<file path="config.mk">
export PLATFORM = sky130hd
export DESIGN_NAME = fetch_u_flat
export DESIGN_NICKNAME = d
export VERILOG_FILES = /design/src/rtl/fetch_u_if.sv /design/src/rtl/fetch_u.sv /design/src/flat_wrapper.sv
export SDC_FILE = /design/constraint.sdc
export NUM_CORES = 1
export LEC_CHECK = 0
export ABC_AREA = 0
export BUFFER_PORTS_ARGS = -buffer_cell sky130_fd_sc_hd__buf_2
export CELL_PAD_IN_SITES_DETAIL_PLACEMENT = 1
export CELL_PAD_IN_SITES_GLOBAL_PLACEMENT = 2
export CORE_ASPECT_RATIO = 0.7
export CORE_UTILIZATION = 32
export DETAILED_ROUTE_END_ITERATION = 10
export PLACE_DENSITY_LB_ADDON = 0.08
export SYNTH_ARGS = -nofsm -noshare
export SYNTH_HDL_FRONTEND = slang
export SYNTH_SLANG_ARGS = --single-unit
</file>
<file path="constraint.sdc">
create_clock -name clk -period 2.95 [get_ports clk]
set_clock_uncertainty 0.15 [all_clocks]
set_input_delay 0.295 -clock clk [delete_from_list [all_inputs] [get_ports clk]]
set_output_delay 0.295 -clock clk [all_outputs]
set_load 0.01 [all_outputs]
</file>
<file path="src/rtl/fetch_u_if.sv">
// rtl/fetch_u_if.sv - fetch unit bus bundle: control inputs, imem port and IF/ID outputs
interface fetch_u_if;
  logic        interlock;
  logic        branch_taken;
  logic [31:0] branch_target;
  logic [31:0] imem_addr;
  logic [31:0] imem_data;
  logic [31:0] pc_if_id;
  logic [31:0] inst_if_id;
  logic        valid_if_id;

  modport master (
    input  interlock, branch_taken, branch_target, imem_data,
    output imem_addr, pc_if_id, inst_if_id, valid_if_id
  );

  modport slave (
    output interlock, branch_taken, branch_target, imem_data,
    input  imem_addr, pc_if_id, inst_if_id, valid_if_id
  );
endinterface

</file>
<file path="src/rtl/fetch_u.sv">
// rtl/fetch_u.sv - instruction fetch stage with IF/ID register and deferred redirect
module fetch_u #(
  parameter logic [31:0] RESET_PC = 32'h0001_0000,
  parameter logic [31:0] NOP_INST = 32'h0000_0013
) (
  input logic        clk,
  input logic        rst,
  fetch_u_if.master  bus
);

  typedef enum logic {RUN, REDIRECT_PENDING} state_e;

  state_e      state_q, state_d;
  logic [31:0] pc_q, pc_d;
  logic [31:0] pending_q, pending_d;
  logic [31:0] pc_if_id_q, pc_if_id_d;
  logic [31:0] inst_q, inst_d;
  logic        valid_q, valid_d;
  logic [31:0] target_aligned;

  assign target_aligned = {bus.branch_target[31:2], 2'b00};

  always_comb begin
    state_d    = state_q;
    pc_d       = pc_q;
    pending_d  = pending_q;
    pc_if_id_d = pc_if_id_q;
    inst_d     = inst_q;
    valid_d    = valid_q;
    case (state_q)
      RUN: begin
        if (!bus.interlock) begin
          pc_if_id_d = pc_q;
          if (bus.branch_taken) begin
            pc_d    = target_aligned;
            inst_d  = NOP_INST;
            valid_d = 1'b0;
          end else begin
            pc_d    = pc_q + 32'd4;
            inst_d  = bus.imem_data;
            valid_d = 1'b1;
          end
        end else if (bus.branch_taken) begin
          // Redirect arrives while stalled: remember it until the stall clears.
          pending_d = target_aligned;
          state_d   = REDIRECT_PENDING;
        end
      end
      REDIRECT_PENDING: begin
        if (bus.interlock) begin
          if (bus.branch_taken) begin
            pending_d = target_aligned;
          end
        end else begin
          // A live redirect is younger than the stored one, so it wins.
          pc_d       = bus.branch_taken ? target_aligned : pending_q;
          pc_if_id_d = pc_q;
          inst_d     = NOP_INST;
          valid_d    = 1'b0;
          state_d    = RUN;
        end
      end
      default: state_d = RUN;
    endcase
  end

  always_ff @(posedge clk) begin
    if (rst) begin
      state_q    <= RUN;
      pc_q       <= RESET_PC;
      pending_q  <= 32'h0;
      pc_if_id_q <= RESET_PC;
      inst_q     <= NOP_INST;
      valid_q    <= 1'b0;
    end else begin
      state_q    <= state_d;
      pc_q       <= pc_d;
      pending_q  <= pending_d;
      pc_if_id_q <= pc_if_id_d;
      inst_q     <= inst_d;
      valid_q    <= valid_d;
    end
  end

  assign bus.imem_addr   = pc_q;
  assign bus.pc_if_id    = pc_if_id_q;
  assign bus.inst_if_id  = inst_q;
  assign bus.valid_if_id = valid_q;

endmodule

</file>
<file path="src/flat_wrapper.sv">
// flat-port wrapper written by rule: the top's interface ports become plain ports
module fetch_u_flat 
#(
  parameter logic [31:0] RESET_PC = 32'h0001_0000,
  parameter logic [31:0] NOP_INST = 32'h0000_0013
)
  (clk, rst, bus_interlock, bus_branch_taken, bus_branch_target, bus_imem_data, bus_imem_addr, bus_pc_if_id, bus_inst_if_id, bus_valid_if_id);
  fetch_u_if bus_i ();
  input logic clk;
  input logic rst;
  input wire logic [$bits(bus_i.interlock)-1:0] bus_interlock;
  input wire logic [$bits(bus_i.branch_taken)-1:0] bus_branch_taken;
  input wire logic [$bits(bus_i.branch_target)-1:0] bus_branch_target;
  input wire logic [$bits(bus_i.imem_data)-1:0] bus_imem_data;
  output wire logic [$bits(bus_i.imem_addr)-1:0] bus_imem_addr;
  output wire logic [$bits(bus_i.pc_if_id)-1:0] bus_pc_if_id;
  output wire logic [$bits(bus_i.inst_if_id)-1:0] bus_inst_if_id;
  output wire logic [$bits(bus_i.valid_if_id)-1:0] bus_valid_if_id;
  assign bus_i.interlock = bus_interlock;
  assign bus_i.branch_taken = bus_branch_taken;
  assign bus_i.branch_target = bus_branch_target;
  assign bus_i.imem_data = bus_imem_data;
  assign bus_imem_addr = bus_i.imem_addr;
  assign bus_pc_if_id = bus_i.pc_if_id;
  assign bus_inst_if_id = bus_i.inst_if_id;
  assign bus_valid_if_id = bus_i.valid_if_id;
  fetch_u #(.RESET_PC(RESET_PC), .NOP_INST(NOP_INST)) u_core (.clk(clk), .rst(rst), .bus(bus_i));
endmodule
</file>
==> results of run 1 <==
flip-flops by register name, summed over array words and instances (netlist names):
signal,flops
u_core.bus.pc_if_id,32
u_core.bus.valid_if_id,1
u_core.bus.imem_addr,32
u_core.state_q,1
u_core.pending_q,32
u_core.bus.inst_if_id,32
worst min path at each step:
stage	start	endpoint	slack, ns	depth (start not counted)
after floorplan	bus_imem_data[0]	u_core.bus.inst_if_id[0]	0.26	1
after global placement	u_core.pending_q[21]	u_core.pending_q[21]	0.29	2
after detailed placement	u_core.pending_q[23]	u_core.pending_q[23]	0.29	2
after CTS	rst	u_core.bus.pc_if_id[6]	0.16	2
after global routing	rst	u_core.bus.pc_if_id[7]	0.19	2
final	rst	u_core.bus.pc_if_id[6]	0.17	2
synthesized netlist by cell type, types with 2 or more instances:
| cell type | number | share of area (%) |
|---|---|---|
| a41oi_1 | 2 | 0.31 |
| a211oi_1 | 3 | 0.40 |
| o311a_1 | 4 | 0.72 |
| nor3_1 | 6 | 0.54 |
| buf_1 | 8 | 0.54 |
| o22ai_1 | 3 | 0.34 |
| mux2i_1 | 34 | 6.1 |
| nand4_1 | 15 | 1.7 |
| nand2_1 | 112 | 7.5 |
| a22oi_1 | 3 | 0.40 |
| o221a_2 | 2 | 0.40 |
| buf_2 | 7 | 0.63 |
| a22o_1 | 29 | 4.6 |
| a21o_1 | 2 | 0.27 |
| nor4_1 | 2 | 0.22 |
| and3_1 | 19 | 2.1 |
| o211ai_1 | 6 | 0.81 |
| buf_4 | 2 | 0.27 |
| o221ai_1 | 2 | 0.31 |
| a311oi_1 | 2 | 0.31 |
| and4_1 | 3 | 0.47 |
| nand3_1 | 19 | 1.7 |
| a31oi_1 | 7 | 0.79 |
| inv_1 | 8 | 0.54 |
| o311ai_0 | 5 | 0.79 |
| and2_1 | 2 | 0.22 |
| or4_1 | 2 | 0.27 |
| o21ai_0 | 23 | 2.1 |
| o21bai_1 | 2 | 0.27 |
| o31ai_1 | 3 | 0.40 |
| clkbuf_1 | 36 | 2.4 |
| o22a_1 | 4 | 0.63 |
| a21oi_1 | 62 | 5.6 |
| dfxtp_1 | 130 | 47 |
| nor2_1 | 58 | 3.9 |
worst max-delay path, stage by stage (launching register included):
cell	delay [ns]
dfxtp_1	0.52
and4_1	0.38
and4bb_1	0.54
nand4_1	0.26
o21a_1	0.23
o221a_2	0.24
per-stage QoR:
stage / instances / setup WS, ns / hold slack [ns] / util (%) / power, mW
after floorplan: 651 / 0.907 / 0.264 / - / 2.16
after global placement: 1008 / 0.467 / 0.287 / 39.7 / 2.36
after detailed placement: 1008 / 0.376 / 0.293 / 39.7 / 2.38
after CTS: 1102 / 0.544 / 0.158 / 47.2 / 4.73
after global routing: 1102 / 0.334 / 0.191 / 47.2 / 4.86
final: 1102 / 0.505 / 0.173 / 47.2 / 4.68
power by group through the flow:
stage	Clock, mW	Combinational, mW	Sequential (mW)
2_1_floorplan	0	0.223	1.94
3_3_place_gp	0	0.431	1.93
3_5_place_dp	0	0.443	1.94
4_1_cts	2.33	0.507	1.90
5_1_grt	2.39	0.555	1.91
6_report	2.27	0.506	1.90
layout make-up:
type                    instances  area, um2  area share (%)
multi-input cells             459       2720            34.5
inverters                       8       30.0           0.381
clock buffers                  17        425            5.40
clock inverters                15        205            2.60
repair buffers                248       1610            20.5
well taps                     225        282            3.57
flip-flops and latches        130       2600            33.0
cell families (layout without fill, tap and decap cells):
group / after synthesis / after routing
AOI/OAI and AO/OA: 176 / 176
adders and majority gates: 1 / 1
buffers and inverters: 62 / 288
DFF: 130 / 130
muxes: 34 / 34
and+or+nand+nor: 248 / 248
routing by layer:
layer	GRT usage, %	vias to the layer above	wire length [um]
met3	4.18	21	1390
met2	35.5	161	8890
met5	0	-	0
met4	8.33	0	268
li1	-	2772	-
met1	33.0	2781	9650
==> results by group, run 1 <==
Run status
  • Status: complete, no violations

Route
  • Final WL: 20.2 mm
  • Starting DRT DRC Count: 385
  • Drt drc: 0
  • Vias: 5735
  • Vias per cell: 5.20
  • DRT antenna net count: 0
  • DR WL/cell: 18.3 um
  • Detailed Routing Iterations Pass 1: 5

STA
  • Final Hold Vio Count: 0
  • # setup viols final: 0
  • RSZ-0062 raised after global routing: no
  • Final period utilization: 82.9%
  • Worst-Margin Slew: 1.20 ns
  • Final slew viol count: 0
  • Fmax: 0.409 GHz
  • TNS Setup: 0 ns
  • Tmin final: 2.45 ns
  • Slew HR: 19.7%

Die
  • Core region area: 0.0167 mm2
  • Std-Cell Rows: 39
  • # IOs: 165
  • Die footprint: 0.0180 mm2
  • DIE HEIGHT: 112 um
  • Die width: 160 um
  • Starting density of the core: 33.4%

Synth
  • Synth Warn #: 0
  • Post-synth EDFFs: 0
  • Post-Syn Area per Cell: 8.56 um2
  • Complex-gate fraction of the synthesized area: 21.4%
  • Cells after synthesis: 651
  • Net Count, Synth: 720
  • Synth Register Bits: 130
  • Largest family of logic cells by synthesized area: compound AO/OA/AOI/OAI gates
  • Post-synthesis mux area share: 6.10%
  • Cell variety after synth: 59
  • XOR/XNOR Fraction of Synth Area: 0%
  • Async SR Flop Fraction: 0%
  • Register area share after synthesis: 46.7%
  • Post-Synth Simple-Gate Area: 21.0%
  • Top_reg_cell synth: dfxtp_1
  • Adder-cell share of the synthesized area: 0.224%
  • Syn Std Cell Area: 0.00558 mm2

Worst setup path
  • CP Capture Point: u_core.bus.imem_addr[29]
  • Worst r2r path cells: 5
  • Crit path kind: reg2reg
  • FF-to-FF Start: u_core.bus.imem_addr[2]
  • Endpoint type of the worst setup path: flip-flop
  • WP data required: 3.11 ns
  • Critical path launch point: u_core.bus.imem_addr[2]
  • Max FO, Critical Path: 9
  • CP arrival: 2.60 ns
  • R2r setup slk: 0.50 ns
  • Reg-to-reg critical path endpoint: u_core.bus.imem_addr[29]
  • Critical path launch point type: flip-flop

Global route
  • Largest net degree at the start of global routing: 50
  • Overflow left after global routing: 0
  • First-pass GRT wire length: 32.0 mm
  • Vias in the first global route: 5786
  • GR Util All Layers: 23.3%
  • Initial antenna violation count: 0

Final layout
  • Layout Nets: 933
  • Most frequent cells in the layout: buf_2 (161), dfxtp_1 (130), nand2_1 (112)
  • Fillers: 2017
  • Most common cell after layout, fill and taps aside: buf_2
  • Fin area: 0.00788 mm2
  • Layout cells sized above 1: 26.1%
  • Ant diodes: 0
  • Area grow syn2layout: 41.3%

Power
  • Clk pwr share: 48.6%
  • Share of total power in sequential cells: 40.6%
  • Worst vdd ir: 319 uV
  • PwrDens: 594 mW/mm2
  • Logic pwr share: 10.8%
  • Leak: 3.49 nW
  • Sw Share: 25.7%
  • Switching power: 1.20 mW
  • P_int: 3.48 mW

Placed design
  • Placed cell areas: 0.00663 mm2
  • Port bufs: 162
  • GPL Wtd Cong: 0.813
  • Hpwl dp: 14.0 mm

CTS
  • Post-CTS Setup Repair Bufs: 0
  • CTS resizes: 0
  • CTS Hold Bufs: 62
  • Clk Tree Root Cell: clkbuf_16
  • CTS max path bufs: 2
  • Clock Latency Late Sink: 0.42 ns
  • CTS Buf Count: 17
  • Clk slew on worst S/H paths: 0.06 ns
  • H-tree levels: 4
  • CTS sink count: 130
  • CTS tree: built

Min path
  • HP Class: in2reg

Flow run
  • Max Cap Viol: 0
Note: power is estimated with default switching activity, not from simulation.
==> run 2: changes to the inputs <==
ABC_AREA = 1   (was 0)
CORE_UTILIZATION = 28   (was 32)
clock period = 2.6 ns   (was 2.95 ns; I/O delays follow)
==> results by group, run 2 <==
Run status
  • Status: complete, no violations

Route
  • Met2 WL: 9.72 mm
  • DRT antenna net count: 0
  • Starting DRT DRC Count: 280
  • Met1 WL: 9.57 mm
  • Met3 routed WL: 895 um
  • Detailed Routing Iterations Pass 1: 7
  • DR top layer: met4
  • Final WL: 20.5 mm
  • Vias per cell: 4.87
  • DR WL/cell: 17.2 um
  • Vias: 5790
  • Drt drc: 0

Final layout
  • Fin cells: 1189
  • Layout Nets: 981
  • Ant diodes: 0
  • Layout cells sized above 1: 24.4%
  • Area grow syn2layout: 42.9%
  • Most common cell after layout, fill and taps aside: buf_2
  • Final core utilization: 41.1%
  • Most frequent cells in the layout: buf_2 (162), nand2_1 (130), dfxtp_1 (130)

Synth
  • Synth Register Bits: 130
  • Post-synth top area share: 47.7%
  • Synth area leaders: dfxtp_1 (48%), nand2_1 (8.9%), o21ai_0 (7.6%), nor2_1 (6.2%), a32o_1 (5.3%)
  • Cells after synthesis: 696
  • Async SR Flop Fraction: 0%
  • Post-synth top cells: dfxtp_1 (130), nand2_1 (130), nor2_1 (90)
  • Register area share after synthesis: 47.7%
  • Cell taking the most area after synthesis: dfxtp_1
  • Post-Syn Area per Cell: 7.84 um2
  • Synth Warn #: 0
  • Post-synth EDFFs: 0
  • Net Count, Synth: 765
  • Cell variety after synth: 33
  • Syn Std Cell Area: 0.00546 mm2
  • Top_reg_cell synth: dfxtp_1

Min path
  • HP Class: in2reg

Placed design
  • Hpwl dp: 14.5 mm
  • Dpl cells: 1094
  • GPL Wtd Cong: 0.823
  • Port bufs: 162

Global route
  • Vias in the first global route: 6017
  • Initial antenna violation count: 0
  • First-pass GRT wire length: 32.4 mm
  • Largest net degree at the start of global routing: 52
  • GR Util All Layers: 21.1%
  • Overflow left after global routing: 0

CTS
  • H-tree levels: 4
  • CTS max path bufs: 2
  • CTS sink count: 130
  • Post-CTS Setup Repair Bufs: 0
  • Clk Tree Root Cell: clkbuf_16
  • CTS tree: built
  • Clk slew on worst S/H paths: 0.06 ns
  • CTS Buf Count: 17
  • Clock Latency Late Sink: 0.42 ns

Die
  • DIE HEIGHT: 119 um
  • Die footprint: 0.0201 mm2
  • Std-Cell Rows: 42
  • Core region area: 0.0190 mm2
  • # IOs: 165
  • Starting density of the core: 28.8%
  • Die width: 169 um

STA
  • Worst Hold Slack: 0.0103 ns
  • Tmin final: 1.98 ns
  • RSZ-0062 raised after global routing: no
  • Slew HR: 50.4%
  • # setup viols final: 0
  • Fmax: 0.505 GHz
  • TNS Setup: 0 ns
  • Final period utilization: 76.1%
  • Final slew viol count: 0
  • Final Hold Vio Count: 0
  • Worst-Margin Slew: 0.743 ns

Worst setup path
  • Critical path launch point: u_core.bus.imem_addr[16]
  • R2r setup slk: 0.62 ns
  • WP data required: 2.80 ns
  • Reg-to-reg critical path endpoint: u_core.bus.imem_addr[31]
  • CP Capture Point: u_core.bus.imem_addr[31]
  • Worst r2r path cells: 8
  • CP arrival: 2.18 ns
  • FF-to-FF Start: u_core.bus.imem_addr[16]
  • Critical path launch point type: flip-flop
  • Max FO, Critical Path: 6
  • Crit path kind: reg2reg
  • Endpoint type of the worst setup path: flip-flop

Power
  • Worst vdd ir: 358 uV
  • PwrDens: 679 mW/mm2
  • Total Power: 5.29 mW
  • Leak: 3.42 nW

Flow run
  • Max Cap Viol: 0
[run 2: cell types whose count changed in the layout (fill, tap and decap cells not counted), moves of 18 or more]
cell	previous run	this run
a221oi_1	1	20
a21oi_1	62	30
a22o_1	29	8
nand2_1	112	130
nor2_1	56	88
a32o_1	0	29
mux2i_1	34	0
inv_1	8	50
o21ai_0	23	83
and3_1	19	0
[run 2: area by class of cell]
cell class                 count  area [um2]
clock inverter                14         189
clock buffer                  18         429
multi-input combinational    473        2500
fill                        2313       11200
inverter                      51         191
tap                          264         330
sequential                   130        2600
timing repair buffer         239        1560
[run 2: metal layers]
| layer | up-vias | track usage, % |
|---|---|---|
| li1 | 2825 | - |
| met1 | 2810 | 26.8 |
| met2 | 130 | 35.2 |
| met3 | 25 | 4.35 |
| met4 | 0 | 7.44 |
| met5 | - | 0 |
[run 2: worst min-delay path by stage]
stage               slack (ns)  cells after the start               startpoint                       to
floorplan                 0.18                      1                      rst  u_core.bus.pc_if_id[10]
global placement          0.28                      2   u_core.bus.valid_if_id   u_core.bus.valid_if_id
detailed placement        0.29                      2  u_core.bus.pc_if_id[11]  u_core.bus.pc_if_id[11]
CTS                     0.0004                      3     bus_branch_target[9]      u_core.pending_q[9]
global route              0.04                      3     bus_branch_target[9]      u_core.pending_q[9]
finish                    0.01                      3     bus_branch_target[9]      u_core.pending_q[9]
[run 2: cells by family (layout without fill, tap and decap cells)]
group	Yosys count	count (layout)	synth area share [%]
simple gates	276	276	21.6
compound gates	191	191	22.9
xor+xnor	5	5	0.802
flops	130	130	47.7
fa+ha+maj	1	1	0.229
buf+inv	93	322	6.85
[run 2: report_power, final]
part | total, mW | switching, mW | internal [mW] | leakage, nW
Sequential | 2.18 | 0.0897 | 2.09 | 1.07
Clock | 2.53 | 0.936 | 1.60 | 0.296
Combinational | 0.576 | 0.326 | 0.250 | 2.05
[run 2: what timing repair did]
action | CTS | global route
hold buffers | 63 | 0
hold endpoints to repair | 67 | 0
resized for setup | 0 | 0
[run 2: worst max-delay path, stage by stage (launching register included)]
cell and delay (ns):
dfxtp_1 0.52, nand2_1 0.13, nor2_1 0.25, nand2_1 0.16
nor2_1 0.32, nand2_1 0.09, nand2_1 0.07, nand3_1 0.06
a21oi_1 0.14
[run 2: stage by stage]
stage          instance area [um2]  setup slack, ns
2_1_floorplan                 5460            0.957
3_3_place_gp                  6550            0.572
3_5_place_dp                  6550            0.540
4_1_cts                       7800            0.612
5_1_grt                       7800            0.447
6_report                      7800            0.621
